$ cat config.mk
export PLATFORM = sky130hd
export DESIGN_NAME = pixel_mix_fifo
export DESIGN_NICKNAME = d
export VERILOG_FILES = /design/src/rtl/pixel_mix_fifo.sv
export SDC_FILE = /design/constraint.sdc
export NUM_CORES = 1
export LEC_CHECK = 0
export ABC_AREA = 1
export BUFFER_PORTS_ARGS = -buffer_cell sky130_fd_sc_hd__buf_2
export CORE_MARGIN = 2
export CORE_UTILIZATION = 35
export DETAILED_ROUTE_END_ITERATION = 10
export PLACE_DENSITY = 0.61
export SLEW_MARGIN = 10
export SYNTH_ARGS = -nofsm -noshare
export SYNTH_HDL_FRONTEND = slang
export SYNTH_SLANG_ARGS = --single-unit
$ cat constraint.sdc
create_clock -name clk_in -period 4.7 [get_ports clk_in]
set_input_delay 0.705 -clock clk_in [delete_from_list [all_inputs] [get_ports clk_in]]
set_output_delay 0.705 -clock clk_in [all_outputs]
set_load 0.05 [all_outputs]
$ cat src/rtl/pixel_mix_fifo.sv
// Background pixel FIFO plus an 8-slot sprite overlay: drops fine-scroll pixels,
// mixes background and sprite indices through their palettes, emits one scanline.
module pixel_mix_fifo #(
    parameter int PIX_W   = 2,
    parameter int SHADE_W = 2,
    parameter int DEPTH   = 16,
    parameter int X_MAX   = 160,
    parameter int NUM_OBP = 2,
    localparam int PAL_W  = (1 << PIX_W) * SHADE_W,
    localparam int SEL_W  = $clog2(NUM_OBP),
    localparam int X_W    = $clog2(X_MAX + 1)
) (
    input  logic               clk_in,
    input  logic               rst_in,
    input  logic               tclk_in,
    input  logic               line_start_in,
    input  logic [2:0]         fine_scroll_in,
    input  logic               pause_in,
    input  logic               bg_push_in,
    input  logic [8*PIX_W-1:0] bg_row_in,
    output logic               bg_ready_out,
    input  logic               obj_merge_in,
    input  logic [8*PIX_W-1:0] obj_row_in,
    input  logic [SEL_W-1:0]   obj_pal_in,
    input  logic               obj_prio_in,
    input  logic               bg_enable_in,
    input  logic               obj_enable_in,
    input  logic [PAL_W-1:0]   bgp_in,
    input  logic [PAL_W-1:0]   obp_in [NUM_OBP],
    output logic [SHADE_W-1:0] pixel_out,
    output logic               pixel_valid_out,
    output logic [X_W-1:0]     x_out,
    output logic               line_done_out,
    output logic               overflow_out
);
    localparam int CNT_W = $clog2(DEPTH + 1);

    typedef enum logic [1:0] {IDLE, DISCARD, RUN, DONE} state_t;

    typedef struct packed {
        logic [PIX_W-1:0] idx;
        logic [SEL_W-1:0] pal;
        logic             prio;
    } slot_t;

    state_t             state_reg, state_next;
    logic [CNT_W-1:0]   bg_count_reg, bg_count_next;
    logic [PIX_W-1:0]   bg_q_reg [DEPTH];
    logic [PIX_W-1:0]   bg_q_next [DEPTH];
    slot_t              ovl_reg [8];
    slot_t              ovl_next [8];
    logic [2:0]         discard_reg, discard_next;
    logic [X_W-1:0]     x_reg, x_next;
    logic [SHADE_W-1:0] pixel_reg, pixel_next;
    logic               valid_reg, valid_next;
    logic               done_reg, done_next;
    logic               overflow_reg, overflow_next;

    logic [PIX_W-1:0]   bg_pix [8];
    logic [PIX_W-1:0]   obj_pix [8];
    logic [SHADE_W-1:0] bgp_shade [1 << PIX_W];
    logic [SHADE_W-1:0] obp_shade [NUM_OBP][1 << PIX_W];

    logic               start, active, pop_en, push_ok, push_drop, merge_ok;
    logic [CNT_W-1:0]   wr_base;

    genvar gi, gj;

    // Unpack rows (pixel 0 sits in the MSBs) and palettes into index-addressable arrays
    generate
        for (gi = 0; gi < 8; gi++) begin : g_row
            assign bg_pix[gi]  = bg_row_in[(7-gi)*PIX_W +: PIX_W];
            assign obj_pix[gi] = obj_row_in[(7-gi)*PIX_W +: PIX_W];
        end
        for (gi = 0; gi < (1 << PIX_W); gi++) begin : g_pal
            assign bgp_shade[gi] = bgp_in[gi*SHADE_W +: SHADE_W];
            for (gj = 0; gj < NUM_OBP; gj++) begin : g_obp
                assign obp_shade[gj][gi] = obp_in[gj][gi*SHADE_W +: SHADE_W];
            end
        end
    endgenerate

    assign bg_ready_out = (bg_count_reg <= CNT_W'(DEPTH - 8));
    assign start        = tclk_in & line_start_in;
    assign active       = (state_reg == DISCARD) || (state_reg == RUN);
    assign pop_en       = tclk_in & ~line_start_in & active & (bg_count_reg != '0)
                          & ~pause_in & ~obj_merge_in;
    assign push_ok      = tclk_in & ~line_start_in & bg_push_in & bg_ready_out;
    assign push_drop    = tclk_in & ~line_start_in & bg_push_in & ~bg_ready_out;
    assign merge_ok     = tclk_in & ~line_start_in & obj_merge_in;
    // A new row lands directly behind whatever survives this cycle's pop
    assign wr_base      = bg_count_reg - CNT_W'(pop_en);

    generate
        for (gi = 0; gi < DEPTH; gi++) begin : g_fifo
            logic [CNT_W:0]   rel;
            logic [PIX_W-1:0] shifted;
            assign rel = (CNT_W+1)'(gi) - {1'b0, wr_base};
            if (gi == DEPTH - 1) begin : g_last
                assign shifted = pop_en ? '0 : bg_q_reg[gi];
            end else begin : g_mid
                assign shifted = pop_en ? bg_q_reg[gi+1] : bg_q_reg[gi];
            end
            assign bg_q_next[gi] = (push_ok && rel < (CNT_W+1)'(8)) ? bg_pix[rel[2:0]] : shifted;
        end

        for (gi = 0; gi < 8; gi++) begin : g_ovl
            slot_t shifted, merged;
            if (gi == 7) begin : g_tail
                assign shifted = '0;
            end else begin : g_body
                assign shifted = ovl_reg[gi+1];
            end
            // Only transparent slots accept a sprite pixel, so the first sprite merged wins
            assign merged = (ovl_reg[gi].idx == '0 && obj_pix[gi] != '0)
                            ? {obj_pix[gi], obj_pal_in, obj_prio_in} : ovl_reg[gi];
            assign ovl_next[gi] = start ? '0 : pop_en ? shifted : merge_ok ? merged : ovl_reg[gi];
        end
    endgenerate

    logic [PIX_W-1:0]   mix_b, mix_o;
    logic               use_obj;
    logic [SHADE_W-1:0] mix_shade;

    assign mix_b     = bg_enable_in ? bg_q_reg[0] : '0;
    assign mix_o     = obj_enable_in ? ovl_reg[0].idx : '0;
    assign use_obj   = (mix_o != '0) && (!ovl_reg[0].prio || mix_b == '0);
    assign mix_shade = use_obj ? obp_shade[ovl_reg[0].pal][mix_o] : bgp_shade[mix_b];

    always_comb begin
        state_next    = state_reg;
        bg_count_next = bg_count_reg;
        discard_next  = discard_reg;
        x_next        = x_reg;
        pixel_next    = pixel_reg;
        valid_next    = 1'b0;
        done_next     = 1'b0;
        overflow_next = overflow_reg;
        if (start) begin
            bg_count_next = '0;
            x_next        = '0;
            overflow_next = 1'b0;
            discard_next  = fine_scroll_in;
            state_next    = (fine_scroll_in != 3'd0) ? DISCARD : RUN;
        end else begin
            if (push_drop) begin
                overflow_next = 1'b1;
            end
            bg_count_next = wr_base + (push_ok ? CNT_W'(8) : CNT_W'(0));
            if (pop_en) begin
                if (state_reg == DISCARD) begin
                    discard_next = discard_reg - 3'd1;
                    if (discard_reg == 3'd1) begin
                        state_next = RUN;
                    end
                end else begin
                    valid_next = 1'b1;
                    pixel_next = mix_shade;
                    x_next     = x_reg + X_W'(1);
                    if (x_reg == X_W'(X_MAX - 1)) begin
                        done_next  = 1'b1;
                        state_next = DONE;
                    end
                end
            end
        end
    end

    always_ff @(posedge clk_in or posedge rst_in) begin
        if (rst_in) begin
            state_reg    <= IDLE;
            bg_count_reg <= '0;
            discard_reg  <= '0;
            x_reg        <= '0;
            pixel_reg    <= '0;
            valid_reg    <= 1'b0;
            done_reg     <= 1'b0;
            overflow_reg <= 1'b0;
            for (int i = 0; i < DEPTH; i++) bg_q_reg[i] <= '0;
            for (int i = 0; i < 8; i++) ovl_reg[i] <= '0;
        end else begin
            state_reg    <= state_next;
            bg_count_reg <= bg_count_next;
            discard_reg  <= discard_next;
            x_reg        <= x_next;
            pixel_reg    <= pixel_next;
            valid_reg    <= valid_next;
            done_reg     <= done_next;
            overflow_reg <= overflow_next;
            for (int i = 0; i < DEPTH; i++) bg_q_reg[i] <= bg_q_next[i];
            for (int i = 0; i < 8; i++) ovl_reg[i] <= ovl_next[i];
        end
    end

    assign pixel_out       = pixel_reg;
    assign pixel_valid_out = valid_reg;
    assign x_out           = x_reg;
    assign line_done_out   = done_reg;
    assign overflow_out    = overflow_reg;
endmodule

==> impl_results.md, run 1 <==
- WHS: 0.390 ns
- WL final: 15200 um
- TritonCTS buffer count: 9
- Fraction of registers with async set/reset: 1.00
- Yosys reg bits: 87
- Unrepaired setup endpoints after global routing: no
- Root Buffer: clkbuf_16
- PwrDens: 459 nW/um^2
- Post-Syn Area per Cell: 6.94 um^2
- Crit path kind: reg2reg
- Post-CTS Setup Bufs: 0
- Tcrit/Tclk final: 0.778
- Area of the mapped netlist: 6000 um^2
- Final ANT Viol Nets: 0
- Initial antenna violation count: 0
- CP startpoint: state_reg[0]
- Pre-antenna DRT Iters: 5
- Number of distinct library cells after synthesis: 43
- R2R depth: 15
- Warnings, synthesis: 0
- Row cnt: 47
- RePlAce Congestion: 0.842
- Mapped Cells: 864
- Number of enable flip-flop cells after synthesis: 0
- Via-to-Cell Ratio: 4.85
- P_leak: 3.62 nW
- Final hold vios: 0
- Post-Syn Nets: 951
- Diode count: 0
- Core ar.: 16600 um^2
- Global-route usage over all layers: 0.173
- Die area: 18200 um^2
- Most common cell after layout, fill and taps aside: nand2_1
- Mux cell area share after synthesis: 0.00501
- Via Count: 5637
- Most frequent cells in the layout: 340 x nand2_1, 103 x nand3_1, 87 x dfrtp_1
- Pin count of the biggest net entering global routing: 59
- Clock-pin slew on the worst setup and hold paths: 0.07 ns
- R2R Path End: bg_q_reg[31]
- Fmax: 0.274 GHz
- Share of cells above drive strength 1: 0.166
- Internal power: 1.82 mW
- Switching Share: 0.423
- Hpwl dp: 11300 um
- Type of origin of the critical path: flip-flop
- Die Y: 135 um
- Top Ports: 84
- Avg WL per Cell: 13.1 um
- Max Cap Violations: 0
- Power share of the sequential group: 0.352
- Iter 0 DRT Violations: 357
- Largest family of logic cells by synthesized area: simple AND/OR/NAND/NOR gates
- Post-cts resize count: 0
- Post-CTS Hold Fix Bufs: 0
- Chip width: 135 um
- # fillers: 1740
- Setup violations, final: 0
- CTS Sinks: 87
- Worst Path Required: 4.98 ns
- Arr. time, crit path: 3.93 ns
- Setup Skew: 0.0148 ns
- Clock share of power: 0.238
- Relative slew margins: 0.420
- Slew Limit Fails: 0
- Main synth FF type: dfrtp_1
- Comb pwr share: 0.410
- Synthesis-to-finish area growth: 14.4%
- CTS tree: done
- Adder-Cell Fraction of Synth Area: 0.0355
- Max reg flops: 32
- I/O Buffers: 79
- Synth Area in Compound Gates: 0.0953
- Nets: 1024
- Critical Path End Type: flip-flop
- Sequential share of the synthesized area: 0.363
- Status: finished, final reports clean
- Switch Pwr: 1.33 mW
- XOR/XNOR Fraction of Synth Area: 0.00855
- H-tree depth: 3
- Clock period minus worst slack: 3.66 ns
- Vias in the first global route: 5248
- Area share of and/or/nand/nor cells after synthesis: 0.416
- Drc violations: 0
- Hold Path Class: in2async
- Initial Util: 0.360
- Worst-Margin Slew: 0.869 ns
- First-pass GRT wire length: 25400 um
- Worst-path fanout max: 15
- Grt ovf: 0
- Peak VDD IR: 0.237 mV
- Setup TNS: 0 ns
- Clock Path Buffers: 2
- Reg2reg start: state_reg[0]
- Clk Latency, worst-skew pair: 0.35 ns
- Reg2reg setup slack: 1.04 ns
[power by group through the flow]
| stage | registers, mW | logic, mW | clock network [mW] |
|---|---|---|---|
| 2_1_floorplan | 1.12 | 0.975 | 0 |
| 3_3_place_gp | 1.12 | 1.27 | 0 |
| 3_5_place_dp | 1.12 | 1.28 | 0 |
| 4_1_cts | 1.11 | 1.29 | 0.774 |
| 5_1_grt | 1.14 | 1.48 | 0.799 |
| 6_report | 1.11 | 1.29 | 0.750 |
[cells in the mapped netlist, drive strengths merged, types with 2 or more instances]
cell / number / area [um^2]
mux2i: 3 / 30.0
nor2: 62 / 347
dfrtp: 87 / 2180
or2: 2 / 12.5
o211ai: 4 / 35.0
buf: 20 / 151
a22o: 2 / 17.5
nand4: 17 / 106
nor3: 9 / 45.0
a21oi: 20 / 160
ha: 17 / 213
clkbuf: 2 / 7.51
nand3: 106 / 546
inv: 77 / 297
xnor2: 3 / 26.3
and3: 2 / 12.5
o21ai: 65 / 329
xor2: 2 / 25.0
nand2: 357 / 1410
[per-stage QoR]
step,power (mW),utilization,cell area [um^2],setup WS [ns],instances
after floorplan,2.09,-,6000,1.37,864
after global placement,2.39,0.394,6550,0.961,1146
after detailed placement,2.40,0.394,6550,0.943,1146
after CTS,3.17,0.412,6860,1.07,1162
after global routing,3.42,0.412,6860,0.723,1162
final,3.15,0.412,6860,1.04,1162
[critical path: stages (launching register included)]
cell and delay (ns):
dfrtp_1 0.39, ha_1 0.32, nor4_2 0.37, nand2_2 0.09, inv_2 0.08, ha_1 0.18
ha_1 0.13, buf_4 0.19, clkinv_1 0.38, ha_1 0.57, inv_1 0.16, o21ai_0 0.26
nand2_1 0.07, nand2_1 0.18, nand4_1 0.12, nand3_1 0.08
[area by class of cell]
class / count / area [um^2] / share of cell area
well taps: 220 / 275 / 0.0401
multi-input cells: 677 / 3360 / 0.490
clock inverters: 6 / 72.6 / 0.0106
inverters: 78 / 302 / 0.0440
repair buffers: 84 / 433 / 0.0631
clock buffers: 10 / 239 / 0.0348
flip-flops and latches: 87 / 2180 / 0.317
[logic make-up (layout without fill, tap and decap cells)]
kind of cell,Yosys count,count (layout)
multiplexers,3,3
flip-flops,87,87
AO/OA/AOI/OAI,95,95
buffers and inverters,100,178
AND/OR/NAND/NOR,557,557
XOR/XNOR,5,5
adder cells (fa/ha/maj),17,17
[per-layer routing]
layer	global-route usage	part of all wire	up-vias
li1	-	-	2937
met1	0.235	0.48	2539
met2	0.286	0.45	148
met3	0.0342	0.056	13
met4	0.0398	0.012	0
met5	0	0	-
[worst max-delay path by stage]
stage	to	slack [ns]
floorplan	bg_q_reg[22]	1.37
global placement	bg_q_reg[31]	0.96
detailed placement	bg_q_reg[31]	0.94
CTS	bg_q_reg[31]	1.07
global route	bg_q_reg[31]	0.72
finish	bg_q_reg[31]	1.04
No activity file was read; power rests on OpenSTA's default activity.
==> run 2, diff against run 1 <==
--- a/config.mk
+++ b/config.mk
@@ -10,7 +10,7 @@
 export CORE_MARGIN = 2
 export CORE_UTILIZATION = 35
 export DETAILED_ROUTE_END_ITERATION = 10
-export PLACE_DENSITY = 0.61
+export PLACE_DENSITY = 0.63
 export SLEW_MARGIN = 10
 export SYNTH_ARGS = -nofsm -noshare
 export SYNTH_HDL_FRONTEND = slang
==> constraint.sdc (replaced) <==
create_clock -name clk_in -period 3.2 [get_ports clk_in]
set_input_delay 0.48 -clock clk_in [delete_from_list [all_inputs] [get_ports clk_in]]
set_output_delay 0.48 -clock clk_in [all_outputs]
set_load 0.05 [all_outputs]
==> run 2 against run 1 <==
Combinational power increased by 53%. Global-route usage fell by 0.11 points. Largest cell class unchanged. Largest power group unchanged. Sequential share of layout area down 0.64 points. First-iteration DRC count is 7.3% lower. Die area unchanged. Critical path type unchanged. Highest routed layer unchanged. Utilization increased by 0.85 points. Critical endpoint is now bg_q_reg[27]. Setup slack lost 0.82 ns. Flip-flop and latch count did not move. Maximum frequency up 23%. Hold slack got worse by 0.15 ns. Count of clock-buffer cells in the layout stayed put.
==> impl_results.md, run 2 (same netlist as run 1, synthesis figures left out) <==
- Top Ports: 84
- Vias in the first global route: 5247
- Critical Path End Type: flip-flop
- Synthesis-to-finish area growth: 16.7%
- Hold Path Class: in2async
- Max Cap Violations: 0
- Hpwl dp: 11500 um
- Grt ovf: 0
- Placement Cell Area: 6670 um^2
- Iter 0 DRT Violations: 331
- CTS Sinks: 87
- Via Count: 5725
- Pre-CTS WS: 0.112 ns
- Global-route usage over all layers: 0.172
- Crit path kind: reg2reg
- Internal power: 2.67 mW
- Largest delay share family, worst path: adder cells
- Pre-antenna DRT Iters: 5
- Die Y: 135 um
- Most frequent cells in the layout: 340 x nand2_1, 103 x nand3_1, 87 x dfrtp_1
- Post-CTS Hold Fix Bufs: 0
- WL final: 15100 um
- Max reg flops: 32
- WP buf/inv: 3
- Final ANT Viol Nets: 0
- Comb pwr share: 0.425
- Core ar.: 16600 um^2
- Finished Cell Area: 7000 um^2
- Pin count of the biggest net entering global routing: 59
- Setup violations, final: 0
- Switch Pwr: 1.98 mW
- Arr. time, crit path: 3.25 ns
- Chip width: 135 um
- Clock-pin slew on the worst setup and hold paths: 0.07 ns
- Fmax: 0.336 GHz
- Type of origin of the critical path: flip-flop
- Diode count: 0
- Final hold vios: 0
- Drc violations: 0
- PwrDens: 665 nW/um^2
- Switching Share: 0.426
- Worst-Margin Slew: 0.762 ns
- Worst Path Required: 3.48 ns
- Setup Skew: 0.0124 ns
- WHS: 0.236 ns
- Post-route setup slack: 0.225 ns
- Initial antenna violation count: 0
- Top cell by count, worst path: ha_1
- Clock Path Buffers: 2
- Relative slew margins: 0.491
- TritonCTS buffer count: 9
- Avg WL per Cell: 12.8 um
- Most common cell after layout, fill and taps aside: nand2_1
- I/O Buffers: 79
- Initial Util: 0.360
- CP cell instances: ha_1 > nor4_4 > nand2_2 > inv_2 > ha_1 > ha_4 > clkinv_2 > ha_1 > xnor2_1 > buf_4 > nand2_1 > nand2_1 > nand4_1 > nand3_1
- H-tree depth: 3
- CTS tree: done
- Clock share of power: 0.223
- Row cnt: 47
- Clock period minus worst slack: 2.98 ns
- RePlAce Congestion: 0.867
- Setup TNS: 0 ns
- PnR Total Power: 4.66 mW
- CP peak stage delay: 0.39 ns
- Die area: 18200 um^2
- Worst-path fanout max: 7
- Slew Limit Fails: 0
- Root Buffer: clkbuf_16
- Power share of the sequential group: 0.352
- P_leak: 3.70 nW
- Status: finished, final reports clean
- Tcrit/Tclk final: 0.930
- Clk Latency, worst-skew pair: 0.35 ns
- Nets: 1040
- Peak VDD IR: 0.283 mV
- Via-to-Cell Ratio: 4.86
- Share of cells above drive strength 1: 0.184
- First-pass GRT wire length: 25100 um
- Slowest CP cell: dfrtp_1
==> run 2: area by class of cell <==
class	count	area, um^2
clock buffer	10	239
clock inverter	6	53.8
fill	1733	9640
inverter	78	308
multi-input combinational	677	3400
sequential	87	2180
tap	220	275
timing repair buffer	100	553
==> run 2: per-layer routing <==
metal / global-route usage / wire [um] / vias to the layer above / share of wire
met3: 0.0278 / 741 / 19 / 0.049
met1: 0.230 / 7230 / 2579 / 0.48
met4: 0.0620 / 286 / 0 / 0.019
li1: - / - / 2979 / -
met2: 0.281 / 6810 / 148 / 0.45
met5: 0 / 0 / - / 0
==> run 2: path summary, 6_finish.rpt <==
path | slack, ns | startpoint | endpoint | cells past startpoint
setup reg to reg | 0.22 | state_reg[0] | bg_q_reg[27] | 14
hold / removal | 0.24 | rst_in | line_done_out | 2
max in group asynchronous | 2.16 | rst_in | bg_q_reg[26] | 3
hold reg to reg | 0.48 | g_ovl[5].shifted[0] | g_ovl[5].shifted[0] | 2
min in group clk_in | 0.39 | obj_row_in[0] | g_ovl[6].shifted[2] | 3
setup / recovery | 0.22 | state_reg[0] | bg_q_reg[27] | 14
==> run 2: what timing repair did <==
action / in CTS / in global routing
buffers inserted: 0 / 1
gates resized for setup: 0 / 8
setup endpoints to repair: 0 / 21
==> run 2: per-stage QoR <==
step                utilization  cells
detailed placement        0.401   1161
global route              0.421   1178
global placement          0.401   1161
finish                    0.421   1178
CTS                       0.418   1177
floorplan                     -    864
==> run 2: power groups by stage <==
stage	combinational, mW	clock (mW)	sequential [mW]
after floorplan	1.44	0	1.64
after global placement	1.93	0	1.65
after detailed placement	1.95	0	1.66
after CTS	1.96	1.06	1.64
after global routing	2.26	1.11	1.68
final	1.98	1.04	1.64
==> run 3, diff against run 2 <==
==> constraint.sdc (replaced) <==
create_clock -name clk_in -period 2.6 [get_ports clk_in]
set_input_delay 0.39 -clock clk_in [delete_from_list [all_inputs] [get_ports clk_in]]
set_output_delay 0.39 -clock clk_in [all_outputs]
set_load 0.05 [all_outputs]
==> run 3 against run 2 <==
The run now ends with negative setup slack left. Power up 45%. Sequential power is 24% higher. Final area increased by 17%. Hold slack got worse by 0.093 ns. Count of clock-buffer cells in the layout increased by 2. Die area is the same. Critical endpoint is now bg_q_reg[3]. Largest power group unchanged.
==> impl_results.md, run 3 (same netlist as run 1, synthesis figures left out) <==
- Status: finished, violations left
- Failing checks: negative setup slack
- Nets: 1091
- Final core occ: 0.490
- Max Cap Violations: 0
- Die Y: 135 um
- Most frequent cells in the layout: 308 x nand2_1, 87 x dfrtp_1, 79 x buf_2
- Pin count of the biggest net entering global routing: 59
- Post-CTS Hold Fix Bufs: 0
- RePlAce Congestion: 0.839
- Fmax: 0.375 GHz
- Clock-pin slew on the worst setup and hold paths: 0.06 ns
- Met2 Usage GRT: 0.307
- Global-route usage over all layers: 0.179
- Via Count: 5928
- H-tree depth: 3
- Slew Limit Fails: 0
- Crit path kind: reg2reg
- Post-route setup slack: -0.0636 ns
- Grt ovf: 0
- Drc violations: 0
- Worst-path fanout max: 7
- Placed Cells: 1198
- CP startpoint: state_reg[1]
- First-pass GRT wire length: 26200 um
- Top Ports: 84
- Clock Path Buffers: 2
- P_leak: 4.13 nW
- Clock period minus worst slack: 2.66 ns
- I/O Buffers: 79
- Most used routing layer in global routing: met2
- Core ar.: 16600 um^2
- Avg WL per Cell: 13.1 um
- Diode count: 0
- Unrepaired setup endpoints after global routing: yes
- Relative slew margins: 0.469
- Setup Skew: 0.00810 ns
- CTS Sinks: 87
- TritonCTS buffer count: 9
- WHS: 0.143 ns
- Initial antenna violation count: 0
- Setup violations, final: 15
- Synthesis-to-finish area growth: 36.0%
- Arr. time, crit path: 2.88 ns
- Worst Path Required: 2.82 ns
- Row cnt: 47
- Final Non-Filler Cells: 1229
- Clk Latency, worst-skew pair: 0.34 ns
- Final ANT Viol Nets: 0
- Via-to-Cell Ratio: 4.82
- Chip width: 135 um
- Critical Path End Type: flip-flop
- CTS tree: done
- Die area: 18200 um^2
- Tcrit/Tclk final: 1.02
- Vias in the first global route: 5519
- WL final: 16100 um
- Worst-Margin Slew: 0.795 ns
- Peak VDD IR: 0.373 mV
- Reg2reg start: state_reg[1]
- Share of cells above drive strength 1: 0.326
- Hold Path Class: in2async
- Type of origin of the critical path: flip-flop
- Hpwl dp: 11900 um
- PnR Total Power: 6.77 mW
- PwrDens: 830 nW/um^2
- Initial Util: 0.360
- Grt met3 use: 0.0278
- Iter 0 DRT Violations: 327
- Pre-antenna DRT Iters: 5
- Final hold vios: 0
- Max reg flops: 32
- Most common cell after layout, fill and taps aside: nand2_1
- M1 GR Usage: 0.230
- Root Buffer: clkbuf_16
[run 3: changes by cell type in the layout (fill, tap and decap cells not counted), moves of 10 or more]
cell	delta
nand2_2	+20
nand2_4	+10
nand3_2	+27
ha_1	-12
nand2_1	-32
ha_4	+11
o21ai_0	-18
nand3_1	-29
buf_6	+11
buf_4	+35
inv_1	-13
[run 3: cell type report]
cell class              instances  area, um^2
clock inverters                 4        76.3
multi-input cells             677        3990
repair buffers                151        1030
flip-flops and latches         87        2180
inverters                      78         362
fillers                      1623        8480
clock buffers                  12         246
well taps                     220         275
[run 3: worst paths after layout]
check	to	slack (ns)	cells after the start
max in group asynchronous	bg_q_reg[25]	1.88	3
max	bg_q_reg[3]	-0.06	19
min	ovl_reg[31]	0.14	2
min reg2reg	pixel_out[0]	0.48	2
min in group clk_in	g_ovl[6].shifted[3]	0.31	3
max reg2reg	bg_q_reg[3]	-0.06	19
[run 3: critical path: stages (launching register included)]
cell and delay, ns:
dfrtp_1 0.38, inv_2 0.07, ha_4 0.20, nor4_4 0.27
nand2_2 0.10, inv_2 0.08, ha_4 0.15, ha_4 0.16
inv_2 0.05, nand2_4 0.07, nand2_8 0.10, buf_6 0.15
buf_6 0.13, o21ai_1 0.12, nand2_1 0.08, nand3_2 0.11
inv_2 0.05, buf_4 0.13, nand2_1 0.05, nand3_1 0.08
[run 3: what timing repair did]
| action | 4_1_cts | 5_1_grt |
|---|---|---|
| buffers inserted | 14 | 3 |
| pin swaps | 53 | 36 |
| gates resized for setup | 93 | 46 |
| hold endpoints to repair | 0 | 0 |
| gates cloned | 0 | 0 |
| setup endpoints to repair | 31 | 46 |
[run 3: per-layer routing]
metal | vias up | routed length [um] | part of all wire
li1 | 3082 | - | -
met1 | 2691 | 7430 | 0.46
met2 | 130 | 7620 | 0.47
met3 | 25 | 688 | 0.043
met4 | 0 | 321 | 0.020
met5 | - | 0 | 0
[run 3: stage by stage]
step / area, um^2 / setup WS, ns / TNS (ns)
3_5_place_dp: 7160 / -0.197 / -3.82
2_1_floorplan: 6200 / -0.297 / -6.42
5_1_grt: 8160 / -0.208 / -4.47
4_1_cts: 7960 / -0.134 / -2.57
3_3_place_gp: 7160 / -0.138 / -2.64
6_report: 8160 / -0.0636 / -0.366
[run 3: report_power, final]
group | internal (mW) | switching [mW] | leakage [nW]
registers | 1.76 | 0.269 | 1.12
clock network | 0.873 | 0.535 | 0.153
logic | 1.34 | 1.99 | 2.86
